--- src/rtl/dfx_mailbox_pkg.sv ---
// rtl/dfx_mailbox_pkg.sv - register map, response codes and shared helpers for the MCU mailbox
package dfx_mailbox_pkg;

    localparam logic [4:0] REG_ID        = 5'h00;
    localparam logic [4:0] REG_CTRL      = 5'h04;
    localparam logic [4:0] REG_STATUS    = 5'h08;
    localparam logic [4:0] REG_SCRATCH   = 5'h0C;
    localparam logic [4:0] REG_MBOX_DATA = 5'h10;
    localparam logic [4:0] REG_MBOX_STAT = 5'h14;
    localparam logic [4:0] REG_IRQ_STAT  = 5'h18;
    localparam logic [4:0] REG_IRQ_EN    = 5'h1C;

    localparam logic [1:0] RESP_OKAY   = 2'b00;
    localparam logic [1:0] RESP_SLVERR = 2'b10;

    typedef struct packed {
        logic [15:0] rsvd_hi;
        logic [7:0]  count;
        logic [5:0]  rsvd_lo;
        logic        full;
        logic        empty;
    } mbox_stat_t;

    // Byte-lane merge of a write into an existing register value.
    function automatic logic [31:0] apply_strb(input logic [31:0] cur,
                                               input logic [31:0] wdat,
                                               input logic [3:0]  strb);
        logic [31:0] res;
        res = cur;
        for (int b = 0; b < 4; b++) begin
            if (strb[b]) res[8*b +: 8] = wdat[8*b +: 8];
        end
        return res;
    endfunction

endpackage

--- src/rtl/dfx_sync_fifo.sv ---
// rtl/dfx_sync_fifo.sv - single-clock FIFO with occupancy count; push when full and pop when empty are ignored
module dfx_sync_fifo #(
    parameter int WIDTH = 32,
    parameter int DEPTH = 16
) (
    input  logic                     clk,        // sole clock
    input  logic                     resetn,     // synchronous active-low reset
    input  logic                     push,       // write push_data this cycle
    input  logic [WIDTH-1:0]         push_data,
    input  logic                     pop,        // retire head this cycle
    output logic [WIDTH-1:0]         pop_data,   // head entry
    output logic                     full,
    output logic                     empty,
    output logic [$clog2(DEPTH):0]   count       // 0..DEPTH
);
    localparam int AW = $clog2(DEPTH);

    logic [WIDTH-1:0] mem [DEPTH];
    logic [AW-1:0]    wr_ptr;
    logic [AW-1:0]    rd_ptr;
    logic             do_push;
    logic             do_pop;

    assign full     = (count == (AW+1)'(DEPTH));
    assign empty    = (count == '0);
    assign do_push  = push && !full;
    assign do_pop   = pop && !empty;
    assign pop_data = mem[rd_ptr];

    always_ff @(posedge clk) begin
        if (do_push) mem[wr_ptr] <= push_data;
    end

    // Pointers are AW bits wide, so a power-of-two DEPTH wraps for free.
    always_ff @(posedge clk) begin
        if (!resetn) begin
            wr_ptr <= '0;
            rd_ptr <= '0;
            count  <= '0;
        end else begin
            if (do_push) wr_ptr <= wr_ptr + 1'b1;
            if (do_pop)  rd_ptr <= rd_ptr + 1'b1;
            if (do_push && !do_pop)      count <= count + 1'b1;
            else if (do_pop && !do_push) count <= count - 1'b1;
        end
    end

endmodule

--- src/rtl/dfx_mcu_axil_mailbox.sv ---
// rtl/dfx_mcu_axil_mailbox.sv - AXI4-Lite register bank with write-only mailbox FIFO and level interrupt
module dfx_mcu_axil_mailbox
    import dfx_mailbox_pkg::*;
#(
    parameter int          ADDR_WIDTH = 32,
    parameter logic [31:0] ID_VALUE   = 32'hDF40_0001,
    parameter int          FIFO_DEPTH = 16,
    parameter logic [31:0] CTRL_RESET = 32'h0
) (
    input  logic                  AxiBusClock,     // sole clock
    input  logic                  xAxiBusReset_n,  // synchronous active-low reset
    input  logic [ADDR_WIDTH-1:0] s_axi_awaddr,    // write address channel
    input  logic [2:0]            s_axi_awprot,
    input  logic                  s_axi_awvalid,
    output logic                  s_axi_awready,
    input  logic [31:0]           s_axi_wdata,     // write data channel
    input  logic [3:0]            s_axi_wstrb,
    input  logic                  s_axi_wvalid,
    output logic                  s_axi_wready,
    output logic [1:0]            s_axi_bresp,     // write response channel
    output logic                  s_axi_bvalid,
    input  logic                  s_axi_bready,
    input  logic [ADDR_WIDTH-1:0] s_axi_araddr,    // read address channel
    input  logic [2:0]            s_axi_arprot,
    input  logic                  s_axi_arvalid,
    output logic                  s_axi_arready,
    output logic [31:0]           s_axi_rdata,     // read data channel
    output logic [1:0]            s_axi_rresp,
    output logic                  s_axi_rvalid,
    input  logic                  s_axi_rready,
    output logic [31:0]           oCtrl,           // CTRL register
    input  logic [31:0]           iStatus,         // live status, captured by STATUS reads
    output logic [31:0]           oMboxData,       // mailbox head
    output logic                  oMboxValid,
    input  logic                  iMboxReady,
    output logic                  oIrq             // registered |(IRQ_STAT & IRQ_EN)
);
    localparam int CW = $clog2(FIFO_DEPTH) + 1;

    logic                  up;
    logic                  aw_held, w_held;
    logic [ADDR_WIDTH-1:0] aw_addr;
    logic [31:0]           w_data;
    logic [3:0]            w_strb;
    logic [31:0]           scratch;
    logic                  ovf;
    logic [1:0]            irq_en;

    logic                  fifo_full, fifo_empty;
    logic [CW-1:0]         fifo_count;
    mbox_stat_t            mbox_stat;

    logic                  aw_hs, w_hs, ar_hs, commit;
    logic [4:0]            wr_off, rd_off;
    logic                  wr_err, rd_err, mbox_sel, push, ovf_evt, ovf_clr;
    logic [1:0]            wr_resp;
    logic [31:0]           rd_val;
    logic                  unused_ok;

    assign unused_ok = ^{s_axi_awprot, s_axi_arprot, s_axi_araddr[1:0], aw_addr[1:0]};

    // up keeps every ready low while reset is applied and on the first cycle after it.
    assign s_axi_awready = up && !aw_held && !s_axi_bvalid;
    assign s_axi_wready  = up && !w_held && !s_axi_bvalid;
    assign s_axi_arready = up && !s_axi_rvalid;

    assign aw_hs  = s_axi_awvalid && s_axi_awready;
    assign w_hs   = s_axi_wvalid && s_axi_wready;
    assign ar_hs  = s_axi_arvalid && s_axi_arready;
    assign commit = aw_held && w_held;

    assign wr_off   = {aw_addr[4:2], 2'b00};
    assign wr_err   = |aw_addr[ADDR_WIDTH-1:5];
    assign mbox_sel = commit && !wr_err && (wr_off == REG_MBOX_DATA);
    // Fullness is judged on pre-cycle state, so a same-cycle pop cannot rescue a push.
    assign push     = mbox_sel && (w_strb == 4'hF) && !fifo_full;
    assign ovf_evt  = mbox_sel && (w_strb == 4'hF) && fifo_full;
    assign ovf_clr  = commit && !wr_err && (wr_off == REG_IRQ_STAT) && w_strb[0] && w_data[0];
    assign wr_resp  = (wr_err || (mbox_sel && ((w_strb != 4'hF) || fifo_full))) ? RESP_SLVERR : RESP_OKAY;

    assign oMboxValid = !fifo_empty;

    always_comb begin
        mbox_stat         = '0;
        mbox_stat.count   = 8'(fifo_count);
        mbox_stat.full    = fifo_full;
        mbox_stat.empty   = fifo_empty;
    end

    assign rd_off = {s_axi_araddr[4:2], 2'b00};
    assign rd_err = |s_axi_araddr[ADDR_WIDTH-1:5];

    always_comb begin
        rd_val = '0;
        if (!rd_err) begin
            case (rd_off)
                REG_ID:        rd_val = ID_VALUE;
                REG_CTRL:      rd_val = oCtrl;
                REG_STATUS:    rd_val = iStatus;
                REG_SCRATCH:   rd_val = scratch;
                REG_MBOX_STAT: rd_val = mbox_stat;
                REG_IRQ_STAT:  rd_val = {30'd0, !fifo_empty, ovf};
                REG_IRQ_EN:    rd_val = {30'd0, irq_en};
                default:       rd_val = '0;
            endcase
        end
    end

    always_ff @(posedge AxiBusClock) begin
        if (!xAxiBusReset_n) begin
            up           <= 1'b0;
            aw_held      <= 1'b0;
            w_held       <= 1'b0;
            aw_addr      <= '0;
            w_data       <= '0;
            w_strb       <= '0;
            s_axi_bvalid <= 1'b0;
            s_axi_bresp  <= RESP_OKAY;
            s_axi_rvalid <= 1'b0;
            s_axi_rdata  <= '0;
            s_axi_rresp  <= RESP_OKAY;
            oCtrl        <= CTRL_RESET;
            scratch      <= '0;
            ovf          <= 1'b0;
            irq_en       <= '0;
            oIrq         <= 1'b0;
        end else begin
            up <= 1'b1;
            if (aw_hs) begin
                aw_held <= 1'b1;
                aw_addr <= s_axi_awaddr;
            end
            if (w_hs) begin
                w_held <= 1'b1;
                w_data <= s_axi_wdata;
                w_strb <= s_axi_wstrb;
            end
            if (commit) begin
                aw_held      <= 1'b0;
                w_held       <= 1'b0;
                s_axi_bvalid <= 1'b1;
                s_axi_bresp  <= wr_resp;
                if (!wr_err) begin
                    case (wr_off)
                        REG_CTRL:    oCtrl   <= apply_strb(oCtrl, w_data, w_strb);
                        REG_SCRATCH: scratch <= apply_strb(scratch, w_data, w_strb);
                        REG_IRQ_EN:  if (w_strb[0]) irq_en <= w_data[1:0];
                        default:     ;
                    endcase
                end
            end else if (s_axi_bvalid && s_axi_bready) begin
                s_axi_bvalid <= 1'b0;
            end
            // A new overflow wins over a same-cycle W1C.
            ovf <= (ovf && !ovf_clr) || ovf_evt;
            if (ar_hs) begin
                s_axi_rvalid <= 1'b1;
                s_axi_rdata  <= rd_val;
                s_axi_rresp  <= rd_err ? RESP_SLVERR : RESP_OKAY;
            end else if (s_axi_rvalid && s_axi_rready) begin
                s_axi_rvalid <= 1'b0;
            end
            oIrq <= |({!fifo_empty, ovf} & irq_en);
        end
    end

    dfx_sync_fifo #(
        .WIDTH (32),
        .DEPTH (FIFO_DEPTH)
    ) u_mbox_fifo (
        .clk       (AxiBusClock),
        .resetn    (xAxiBusReset_n),
        .push      (push),
        .push_data (w_data),
        .pop       (oMboxValid && iMboxReady),
        .pop_data  (oMboxData),
        .full      (fifo_full),
        .empty     (fifo_empty),
        .count     (fifo_count)
    );

endmodule

--- config.mk ---
export PLATFORM = sky130hd
export DESIGN_NAME = dfx_mcu_axil_mailbox
export DESIGN_NICKNAME = d
export VERILOG_FILES = /design/src/rtl/dfx_mailbox_pkg.sv /design/src/rtl/dfx_sync_fifo.sv /design/src/rtl/dfx_mcu_axil_mailbox.sv
export SDC_FILE = /design/constraint.sdc
export NUM_CORES = 1
export LEC_CHECK = 0
export ABC_AREA = 1
export CORE_UTILIZATION = 55
export CTS_CLUSTER_DIAMETER = 30
export DETAILED_ROUTE_END_ITERATION = 12
export HOLD_SLACK_MARGIN = 0.1
export MAX_ROUTING_LAYER = met4
export PLACE_DENSITY = 0.78
export SLEW_MARGIN = 20
export SYNTH_ARGS = -nofsm -noshare
export SYNTH_HDL_FRONTEND = slang
export SYNTH_SLANG_ARGS = --single-unit
--- constraint.sdc ---
create_clock -name AxiBusClock -period 9.8 [get_ports AxiBusClock]
set_clock_uncertainty 0.2 [all_clocks]
set_input_delay 0.98 -clock AxiBusClock [delete_from_list [all_inputs] [get_ports AxiBusClock]]
set_output_delay 0.98 -clock AxiBusClock [all_outputs]
set_load 0.1 [all_outputs]
==> results.ini <==
[worst_setup_path]
path_class=flip-flop to output pin
r2r_cells=10
cpMaxStageDelayCell=clkdlybuf4s50_1
worstSetupStartpointType=flip-flop
timing.rr.end=u_mbox_fifo.mem[12][22]$_DFFE_PP_
slowest_delay_ns=1.16
r2r-start=aw_addr[24]$_SDFFE_PN0P_
arrival_ns=5.01
cp.required_ns=8.62
path_cells=clkinv_2, buf_4, o21ai_0, o211ai_1, nand2_1, clkdlybuf4s50_1
end_kind=output pin
cp_max_fo=72
worst-r2r-setup-slack_ns=5.91

[grt]
antenna_found_initial=2
track_usage=0.297
grt_pass1_wl_microns=114000
first_global_vias=20100
grt.overflow.total=0
grt_start_max_net_pins=216

[drt]
drtIter0Drc=2006
dr.pass1.iters=5
drtAntennaViolNets=0
vias=20000
avgViaCountPerCell=5.86
drc_errors=0
drt-wirelength-per-cell_microns=22.3
routed_wl_microns=76100

[cells_and_area]
fin_nets=2794
mostFrequentLayoutCells=edfxtp_1, o21ai_0, a21oi_1
layout-drive-gt1-share=0.0967
fin_util=0.699
mostFrequentLayoutCell=edfxtp_1
area_growth_pct=25.0

[synthesis]
ys_seq_area_frac=0.683
synth_largest_area_cell=edfxtp_1
synth_warnings=0
async_flop_share=0
synthCells=2400
syn_avg_cell_area_sq_um=11.7
synth_ff_type=edfxtp_1
synthTopCellsByArea=edfxtp_1, dfxtp_1, o21ai_0
syn_area_sq_um=28100
synth-edff-count=512
yosysUniqueCellTypes=34
yosysTopAreaCellShare=0.547
synth-seq-cells=702

[sta]
final-max-slew-violation-count=0
finalCritPeriodShare=0.631
finalHoldViolCount=0
worst_slew_pin_slew_ns=1.09
fmax_mhz=162
fin_tns_setup_ns=0
rsz0062_at_grt=no
finalCriticalPeriod_ns=6.19
hold_ws_ns=0.258
slew_headroom=0.268
setup_viol=0

[clocking]
tritoncts=done
numClockSinks=702
cts_hold_buf=0
clk_latency_ns=0.65
cts_setup_buffers=0
cts_buffers=116
path_clk_slew_ns=0.06
root_buffer=clkbuf_16
htreeDepth=3
post_cts_resized=0
clockBufferDepth=3

[min_path]
min_path_cells=2
hold_end=scratch[2]$_SDFFE_PN0P_
holdCritPathClass=flip-flop to flip-flop
min_from=scratch[2]$_SDFFE_PN0P_

[power]
p_leak_uw=0.0123
ir_drop_mv=0.190
power_density_nw_per_um2=269

[die]
io_pins=253
core_sq_um=50300
rows=82
initial_core_util=0.559
die-area_sq_um=52000
dieWidth_microns=228
chipHeight_microns=228

[placed_design]
globalplace.congestion=0.922
dp_hpwl_microns=41100
portBuffers=240

[run]
drv_cap=0

[status]
status=finished clean

-- metrics by stage --
step	instances	worst slack [ns]	instance area [sq um]	power, uW
2_1_floorplan	2401	5.40	28100	4830
3_3_place_gp	3192	4.35	31000	5260
3_5_place_dp	3192	4.32	31000	5300
4_1_cts	3412	3.62	35100	9440
5_1_grt	3414	3.45	35100	9730
6_report	3414	3.61	35100	9430
-- cells by family (layout without fill, tap and decap cells) --
logic type               after synthesis  in the layout  share of synthesized area
buffers and inverters                384            723                     0.0553
multiplexers                         128            128                     0.0456
other                                  1              4                   0.000133
adder cells (fa/ha/maj)               10             10                    0.00472
flip-flops                           702            702                      0.683
AND/OR/NAND/NOR                      453            453                     0.0670
AO/OA/AOI/OAI                        720            720                      0.144
XOR/XNOR                               2              2                   0.000624
-- registers in the layout, summed over array words and instances (netlist names), named ones only --
signal,count
aw_addr,30
w_held,1
up,1
u_mbox_fifo.wr_ptr,4
irq_en,2
u_mbox_fifo.rd_ptr,4
s_axi_rvalid,1
u_mbox_fifo.mem,512
oIrq,1
s_axi_bresp,1
u_mbox_fifo.count,5
w_strb,4
s_axi_rdata,32
scratch,32
s_axi_bvalid,1
ovf,1
aw_held,1
s_axi_rresp,1
w_data,32
oCtrl,32
-- final cells by class --
cell class / instances / area [sq um]
fill: 3366 / 15100
sequential: 702 / 19200
multi-input combinational: 1315 / 7500
clock inverter: 85 / 963
timing repair buffer: 270 / 2640
clock buffer: 135 / 3110
inverter: 233 / 876
antenna: 2 / 5.00
tap: 672 / 841
-- cells in the mapped netlist (6+ instances only) --
cell type,number
inv_1,228
nor3_1,9
ha_1,9
o221ai_1,18
o21ai_0,300
buf_2,26
o211ai_1,132
nand4_1,6
nand3_1,80
o2111ai_1,9
a21oi_1,245
nor2_1,194
dfxtp_1,190
edfxtp_1,512
clkbuf_1,90
o21ai_1,11
mux2i_1,128
nand2_1,154
buf_4,19
buf_1,15
-- power by group --
group / switching [uW] / total (uW) / internal (uW)
clock network: 1440 / 4150 / 2710
logic: 1340 / 1900 / 559
registers: 145 / 3390 / 3240
total: 2930 / 9430 / 6510
-- layer usage --
layer	GRT usage	share of wire	up-vias
met5	-	0	-
met4	0.132	0.035	0
met3	0.0544	0.091	176
met2	0.485	0.49	1062
met1	0.363	0.39	9656
li1	-	-	9123
-- worst max-delay path by stage --
stage                                    from                     end  slack (ns)
floorplan           s_axi_bvalid$_SDFFE_PN0P_  w_data[1]$_SDFFE_PN0P_        5.40
finish                              flip-flop           oMboxData[13]        3.61
global placement                    flip-flop           oMboxData[15]        4.35
CTS                                 flip-flop            oMboxData[9]        3.62
detailed placement                  flip-flop            oMboxData[9]        4.32
global route                        flip-flop           oMboxData[15]        3.45
-- critical path, delay by kind of cell, from the launching register on --
kind,cells,cell delay (ns)
AOI/OAI and AO/OA,2,0.48
and+or+nand+nor,1,0.19
buffers and inverters,3,2.77
DFF,1,0.81
Note: power is estimated with default switching activity, not from simulation.
